[config.mk]
export PLATFORM = sky130hd
export DESIGN_NAME = spram_bus_bridge
export DESIGN_NICKNAME = d
export VERILOG_FILES = /design/src/rtl/spram_bus_bridge.sv
export SDC_FILE = /design/constraint.sdc
export NUM_CORES = 1
export LEC_CHECK = 0
export BUFFER_PORTS_ARGS = -buffer_cell sky130_fd_sc_hd__buf_2
export CELL_PAD_IN_SITES_DETAIL_PLACEMENT = 1
export CELL_PAD_IN_SITES_GLOBAL_PLACEMENT = 1
export CORE_ASPECT_RATIO = 0.9
export CORE_UTILIZATION = 42
export CTS_CLUSTER_SIZE = 28
export DETAILED_ROUTE_END_ITERATION = 16
export GPL_ROUTABILITY_DRIVEN = 0
export PLACE_DENSITY = 0.95
export SKIP_CTS_REPAIR_TIMING = 1
export SLEW_MARGIN = 30
export SYNTH_ARGS = -nofsm -noshare
export SYNTH_HDL_FRONTEND = slang
export SYNTH_SLANG_ARGS = --single-unit
[constraint.sdc]
create_clock -name clk -period 5 [get_ports clk]
set_clock_uncertainty 0.2 [all_clocks]
set_input_delay 0.75 -clock clk [delete_from_list [all_inputs] [get_ports clk]]
set_output_delay 0.75 -clock clk [all_outputs]
set_load 0.03 [all_outputs]
[src/rtl/spram_bus_bridge.sv]
// rtl/spram_bus_bridge.sv - RISC-V memory port to dual-bank SB_SPRAM256KA bridge
module spram_bus_bridge #(
    parameter int ADDR_W       = 15,
    parameter int PWRUP_CYCLES = 16
) (
    input  logic              clk,
    input  logic              resetq,
    input  logic [ADDR_W-1:0] mem_addr,
    input  logic [31:0]       mem_wdata,
    input  logic [3:0]        mem_wmask,
    input  logic              mem_rstrb,
    output logic [31:0]       mem_rdata,
    output logic              mem_rbusy,
    output logic              mem_wbusy,
    input  logic              lp_req,
    output logic [13:0]       spram_addr,
    output logic [31:0]       spram_din,
    output logic [7:0]        spram_maskwren,
    output logic              spram_wren,
    output logic [1:0]        spram_cs,
    output logic              spram_standby,
    output logic              spram_sleep,
    output logic              spram_poweroff,
    input  logic [31:0]       spram_dout0,
    input  logic [31:0]       spram_dout1
);

    typedef enum logic [2:0] {
        S_PWRUP,
        S_IDLE,
        S_RD1,
        S_RD2,
        S_WR,
        S_STBY,
        S_WAKE
    } state_t;

    state_t            state, state_d;
    logic [7:0]        pwr_cnt, pwr_cnt_d;
    logic              rd_bank, rd_bank_d;
    logic              pend_rd, pend_rd_d;
    logic [3:0]        pend_wmask, pend_wmask_d;
    logic [ADDR_W-1:0] pend_addr, pend_addr_d;
    logic [31:0]       pend_wdata, pend_wdata_d;

    logic [13:0]       addr_d;
    logic [31:0]       din_d;
    logic [7:0]        mask_d;
    logic              wren_d;
    logic [1:0]        cs_d;
    logic              standby_d;
    logic [31:0]       rdata_d;

    logic              req_wr, req_rd;
    logic [ADDR_W-1:0] req_addr;
    logic [31:0]       req_wdata;
    logic [3:0]        req_wmask;

    // Contents must survive resetq, so the macros are never put to sleep or powered off.
    assign spram_sleep    = 1'b0;
    assign spram_poweroff = 1'b1;

    // Busy while powering up, waking, or while an access is in flight.
    assign mem_rbusy = (state == S_PWRUP) || (state == S_WAKE) ||
                       (state == S_RD1) || (state == S_RD2);
    assign mem_wbusy = (state == S_PWRUP) || (state == S_WAKE) || (state == S_WR);

    // Next-state and next-output logic; a wake replays the request latched in standby.
    always_comb begin
        state_d      = state;
        pwr_cnt_d    = pwr_cnt;
        rd_bank_d    = rd_bank;
        pend_rd_d    = pend_rd;
        pend_wmask_d = pend_wmask;
        pend_addr_d  = pend_addr;
        pend_wdata_d = pend_wdata;
        addr_d       = spram_addr;
        din_d        = spram_din;
        mask_d       = 8'h00;
        wren_d       = 1'b0;
        cs_d         = 2'b00;
        standby_d    = 1'b0;
        rdata_d      = mem_rdata;

        if (state == S_WAKE) begin
            req_wr    = |pend_wmask;
            req_rd    = pend_rd;
            req_addr  = pend_addr;
            req_wdata = pend_wdata;
            req_wmask = pend_wmask;
        end else begin
            req_wr    = |mem_wmask;
            req_rd    = mem_rstrb;
            req_addr  = mem_addr;
            req_wdata = mem_wdata;
            req_wmask = mem_wmask;
        end

        case (state)
            S_PWRUP: begin
                if (pwr_cnt == 8'd0) begin
                    state_d = S_IDLE;
                end else begin
                    pwr_cnt_d = pwr_cnt - 8'd1;
                end
            end
            S_IDLE, S_WAKE: begin
                pend_rd_d    = 1'b0;
                pend_wmask_d = 4'h0;
                if (req_wr) begin
                    state_d = S_WR;
                    cs_d    = req_addr[ADDR_W-1] ? 2'b10 : 2'b01;
                    wren_d  = 1'b1;
                    addr_d  = req_addr[13:0];
                    din_d   = req_wdata;
                    for (int k = 0; k < 4; k++) begin
                        mask_d[2*k +: 2] = {2{req_wmask[k]}};
                    end
                end else if (req_rd) begin
                    state_d   = S_RD1;
                    cs_d      = req_addr[ADDR_W-1] ? 2'b10 : 2'b01;
                    addr_d    = req_addr[13:0];
                    rd_bank_d = req_addr[ADDR_W-1];
                end else if ((state == S_IDLE) && lp_req) begin
                    state_d   = S_STBY;
                    standby_d = 1'b1;
                end else begin
                    state_d = S_IDLE;
                end
            end
            S_RD1: begin
                state_d = S_RD2;
            end
            S_RD2: begin
                rdata_d = rd_bank ? spram_dout1 : spram_dout0;
                state_d = S_IDLE;
            end
            S_WR: begin
                state_d = S_IDLE;
            end
            S_STBY: begin
                standby_d = 1'b1;
                if ((|mem_wmask) || mem_rstrb || !lp_req) begin
                    state_d      = S_WAKE;
                    standby_d    = 1'b0;
                    pend_rd_d    = mem_rstrb;
                    pend_wmask_d = mem_wmask;
                    pend_addr_d  = mem_addr;
                    pend_wdata_d = mem_wdata;
                end
            end
            default: begin
                state_d = S_PWRUP;
            end
        endcase
    end

    // State, pending request and all registered outputs.
    always_ff @(posedge clk or negedge resetq) begin
        if (!resetq) begin
            state          <= S_PWRUP;
            pwr_cnt        <= 8'(PWRUP_CYCLES - 1);
            rd_bank        <= 1'b0;
            pend_rd        <= 1'b0;
            pend_wmask     <= 4'h0;
            pend_addr      <= '0;
            pend_wdata     <= 32'h0;
            spram_addr     <= 14'h0;
            spram_din      <= 32'h0;
            spram_maskwren <= 8'h00;
            spram_wren     <= 1'b0;
            spram_cs       <= 2'b00;
            spram_standby  <= 1'b0;
            mem_rdata      <= 32'h0;
        end else begin
            state          <= state_d;
            pwr_cnt        <= pwr_cnt_d;
            rd_bank        <= rd_bank_d;
            pend_rd        <= pend_rd_d;
            pend_wmask     <= pend_wmask_d;
            pend_addr      <= pend_addr_d;
            pend_wdata     <= pend_wdata_d;
            spram_addr     <= addr_d;
            spram_din      <= din_d;
            spram_maskwren <= mask_d;
            spram_wren     <= wren_d;
            spram_cs       <= cs_d;
            spram_standby  <= standby_d;
            mem_rdata      <= rdata_d;
        end
    end

endmodule

==> results by group <==
Status
  • Status: finished clean

Synthesis
  • Cell taking the most area after synthesis: dfrtp_1
  • Post-synth ARST share: 1.00
  • Yosys warnings: 0
  • Largest cells by area after synthesis: dfrtp_1 (54%), nand2_1 (6.1%), mux2_2 (5.0%)
  • Mean Syn Cell Area: 10.9 sq um
  • Cell variety after synth: 47
  • Synthesized netlist cell count: 618
  • Post-synth top cells: dfrtp_1 (146), nand2_1 (110), nor2_1 (54), o21ai_0 (33)
  • Post-synth EDFFs: 0
  • Area share of the largest cell type after synthesis: 0.544
  • Synth Flop Type: dfrtp_1
  • Synthesized area: 6720 sq um
  • Post-synthesis sequential area ratio: 0.559
  • Register bit count reported by yosys: 150
  • Net count after synthesis: 739
  • Most common cell in the netlist: dfrtp_1

CTS
  • CTS tree: built
  • Clock slew at reported path FFs: 0.06 ns
  • Total CTS buffers: 17
  • CTS Buffer Depth: 2
  • Clk root buf: clkbuf_16
  • Clock sinks: 150
  • H-tree depth: 4
  • Worst skew pair latency: 0.41 ns

Timing
  • RSZ-0062 raised after global routing: false
  • FMAX: 329 MHz
  • Final setup fails: 0
  • Post-route minimum period: 3.04 ns
  • Worst rel slew slack: 0.363
  • Final Cycle Share: 0.607
  • Slew at the pin closest to its max-slew limit: 0.955 ns
  • Final slew viol count: 0
  • Setup TNS: 0 ns
  • Endpoints failing hold: 0

Setup path
  • Critical path type: flip-flop to flip-flop
  • Worst Setup SP: state[2]$_DFFE_PN0P_
  • WP data arrival: 3.08 ns
  • Worst Path Max Fanout: 65
  • Crit. End Element: flip-flop
  • Reg-to-reg critical path startpoint: state[2]$_DFFE_PN0P_
  • Worst reg2reg setup slack: 1.96 ns
  • Startpoint types: flip-flop
  • Worst EP required: 5.05 ns

Global route
  • Tot GR Track Use: 0.237
  • GR peak layer: met2
  • Initial antenna violation count: 2
  • GR Util met2: 0.416
  • Vias in the first global route: 5,730
  • GR Util met1: 0.275
  • Routing usage on met3: 0.0741
  • Grt ovf: 0
  • Largest net degree at the start of global routing: 78
  • First-pass GRT wire length: 29.6 mm

Power and ir drop
  • Clock share of power: 0.200
  • Power per cell area: 725 nW/um^2
  • Sequential power share: 0.367
  • Sw Ratio: 0.440
  • Lkg Pwr: 3.96 nW
  • Worst vdd ir: 0.000329 V
  • Net Switching: 2.68 mW
  • Combinational power share: 0.432
  • P_int: 3.41 mW

Placed design
  • DP HPWL: 13.3 mm
  • I/O Buffers: 210
  • Placed Cells: 987

Floorplan
  • Ports: 213
  • Initial Utilization: 0.432
  • Core area: 15,500 sq um
  • Die width: 135 microns
  • Die H: 122 microns
  • FP Rows: 43
  • Die area: 16,500 sq um

Drt
  • Routed Antenna Nets: 0
  • DR vias/cell: 5.41
  • DRC: 0
  • WL per Instance: 18.4 microns
  • DRT Pass-1 Iters: 4
  • First DRT Iteration DRCs: 183
  • DR vias: 5,528
  • WL final: 18.7 mm

Flow run
  • Max_cap viols: 0

Layout
  • Finished Layout Cells: 1,021
  • Area of the multi-input gates: 2710 sq um
  • Layout cell share with drive strength beyond 1: 0.360
  • Area grow syn2layout: 25.2%
  • Fin nets: 925
  • FILL cells: 1,761
  • Sequential standard cell area: 3760 sq um

Worst hold path
  • Hold Crit Class: input port to async pin
worst paths after layout:
kind                                        endpoint  cells past startpoint
setup / recovery           spram_din[26]$_DFFE_PN0P_                      6
min in group clk           mem_rdata[24]$_DFFE_PN0P_                      2
hold / removal              spram_din[0]$_DFFE_PN0P_                      1
max in group asynchronous   pend_addr[4]$_DFFE_PN0P_                      2
setup reg to reg           spram_din[26]$_DFFE_PN0P_                      6
hold reg to reg            mem_rdata[24]$_DFFE_PN0P_                      2
power groups by stage:
stage	logic, mW	clock network (mW)	registers, mW
floorplan	1.36	0	2.75
global placement	2.53	0	2.20
detailed placement	2.65	0	2.25
CTS	2.66	1.26	2.24
global route	2.86	1.31	2.31
finish	2.63	1.22	2.24
sequential cells by signal, indices dropped and copies added, names as in the netlist:
signal / count
pend_rd: 1
spram_addr: 14
state: 3
pend_wdata: 32
rd_bank: 1
spram_din: 32
spram_wren: 1
spram_cs: 2
spram_maskwren: 4
pwr_cnt: 8
mem_rdata: 32
pend_wmask: 4
pend_addr: 15
spram_standby: 1
critical path, stage by stage (launching register included):
cell	delay, ns
dfrtp_1	0.55
or3b_1	0.64
nor2_2	0.12
a21oi_4	0.23
clkinv_2	0.67
nor2_1	0.35
a31oi_1	0.08
layout make-up:
| type | instances | share of cell area |
|---|---|---|
| Inverter | 6 | 0.00283 |
| Clock inverter | 13 | 0.0147 |
| Sequential cell | 150 | 0.447 |
| Antenna cell | 2 | 0.000595 |
| Multi-Input combinational cell | 414 | 0.322 |
| Clock buffer | 19 | 0.0526 |
| Tap cell | 202 | 0.0300 |
| Timing Repair Buffer | 215 | 0.130 |
routing by layer:
layer | vias up | wire [microns] | part of all wire
li1 | 2544 | - | -
met1 | 2740 | 7680 | 0.41
met2 | 217 | 9410 | 0.50
met3 | 27 | 1400 | 0.075
met4 | 0 | 255 | 0.014
met5 | - | 0 | 0
per-stage QoR:
step / area [sq um] / power (mW) / setup WS (ns) / utilization / hold WS, ns
after floorplan: 6720 / 4.11 / 2.72 / - / 0.246
after global placement: 7820 / 4.73 / 2.18 / 0.503 / 0.256
after detailed placement: 7820 / 4.90 / 2.04 / 0.503 / 0.267
after CTS: 8390 / 6.16 / 1.96 / 0.540 / 0.179
after global routing: 8410 / 6.47 / 1.70 / 0.541 / 0.196
final: 8410 / 6.10 / 1.96 / 0.541 / 0.156
layout by cell type, fill, tap and decap left out, types with 2 or more instances in the layout:
| cell | netlist | layout |
|---|---|---|
| nand2_1 | 110 | 109 |
| nor4_1 | 2 | 2 |
| dfstp_2 | 4 | 4 |
| a311oi_1 | 14 | 14 |
| nand3b_1 | 2 | 2 |
| clkbuf_16 | 0 | 17 |
| dfrtp_1 | 146 | 145 |
| nand4b_1 | 2 | 2 |
| nor3_4 | 0 | 2 |
| conb_1 | 2 | 2 |
| mux2_2 | 30 | 30 |
| a211oi_1 | 14 | 14 |
| diode_2 | 0 | 2 |
| a31oi_1 | 32 | 32 |
| ha_1 | 2 | 2 |
| nor2_1 | 54 | 54 |
| o22a_1 | 14 | 14 |
| o21ai_0 | 33 | 33 |
| clkinvlp_4 | 0 | 2 |
| nor2b_1 | 3 | 3 |
| a21oi_4 | 1 | 2 |
| xnor2_1 | 7 | 7 |
| mux2i_1 | 32 | 32 |
| a21oi_1 | 11 | 10 |
| a22o_1 | 5 | 5 |
| buf_2 | 13 | 209 |
| inv_6 | 0 | 2 |
| inv_1 | 5 | 5 |
| nand3_1 | 5 | 5 |
| clkinv_4 | 0 | 4 |
| clkinv_2 | 0 | 4 |
| buf_4 | 7 | 5 |
| nand2b_1 | 3 | 3 |
| mux2_1 | 19 | 19 |
kinds of logic after synthesis:
kind of cell	share of synthesized area
other	0.00112
buffers and inverters	0.0421
adder cells (fa/ha/maj)	0.00372
flip-flops	0.559
AND/OR/NAND/NOR	0.123
multiplexers	0.130
AO/OA/AOI/OAI	0.132
XOR/XNOR	0.00912
(Power assumes the default switching activity.)
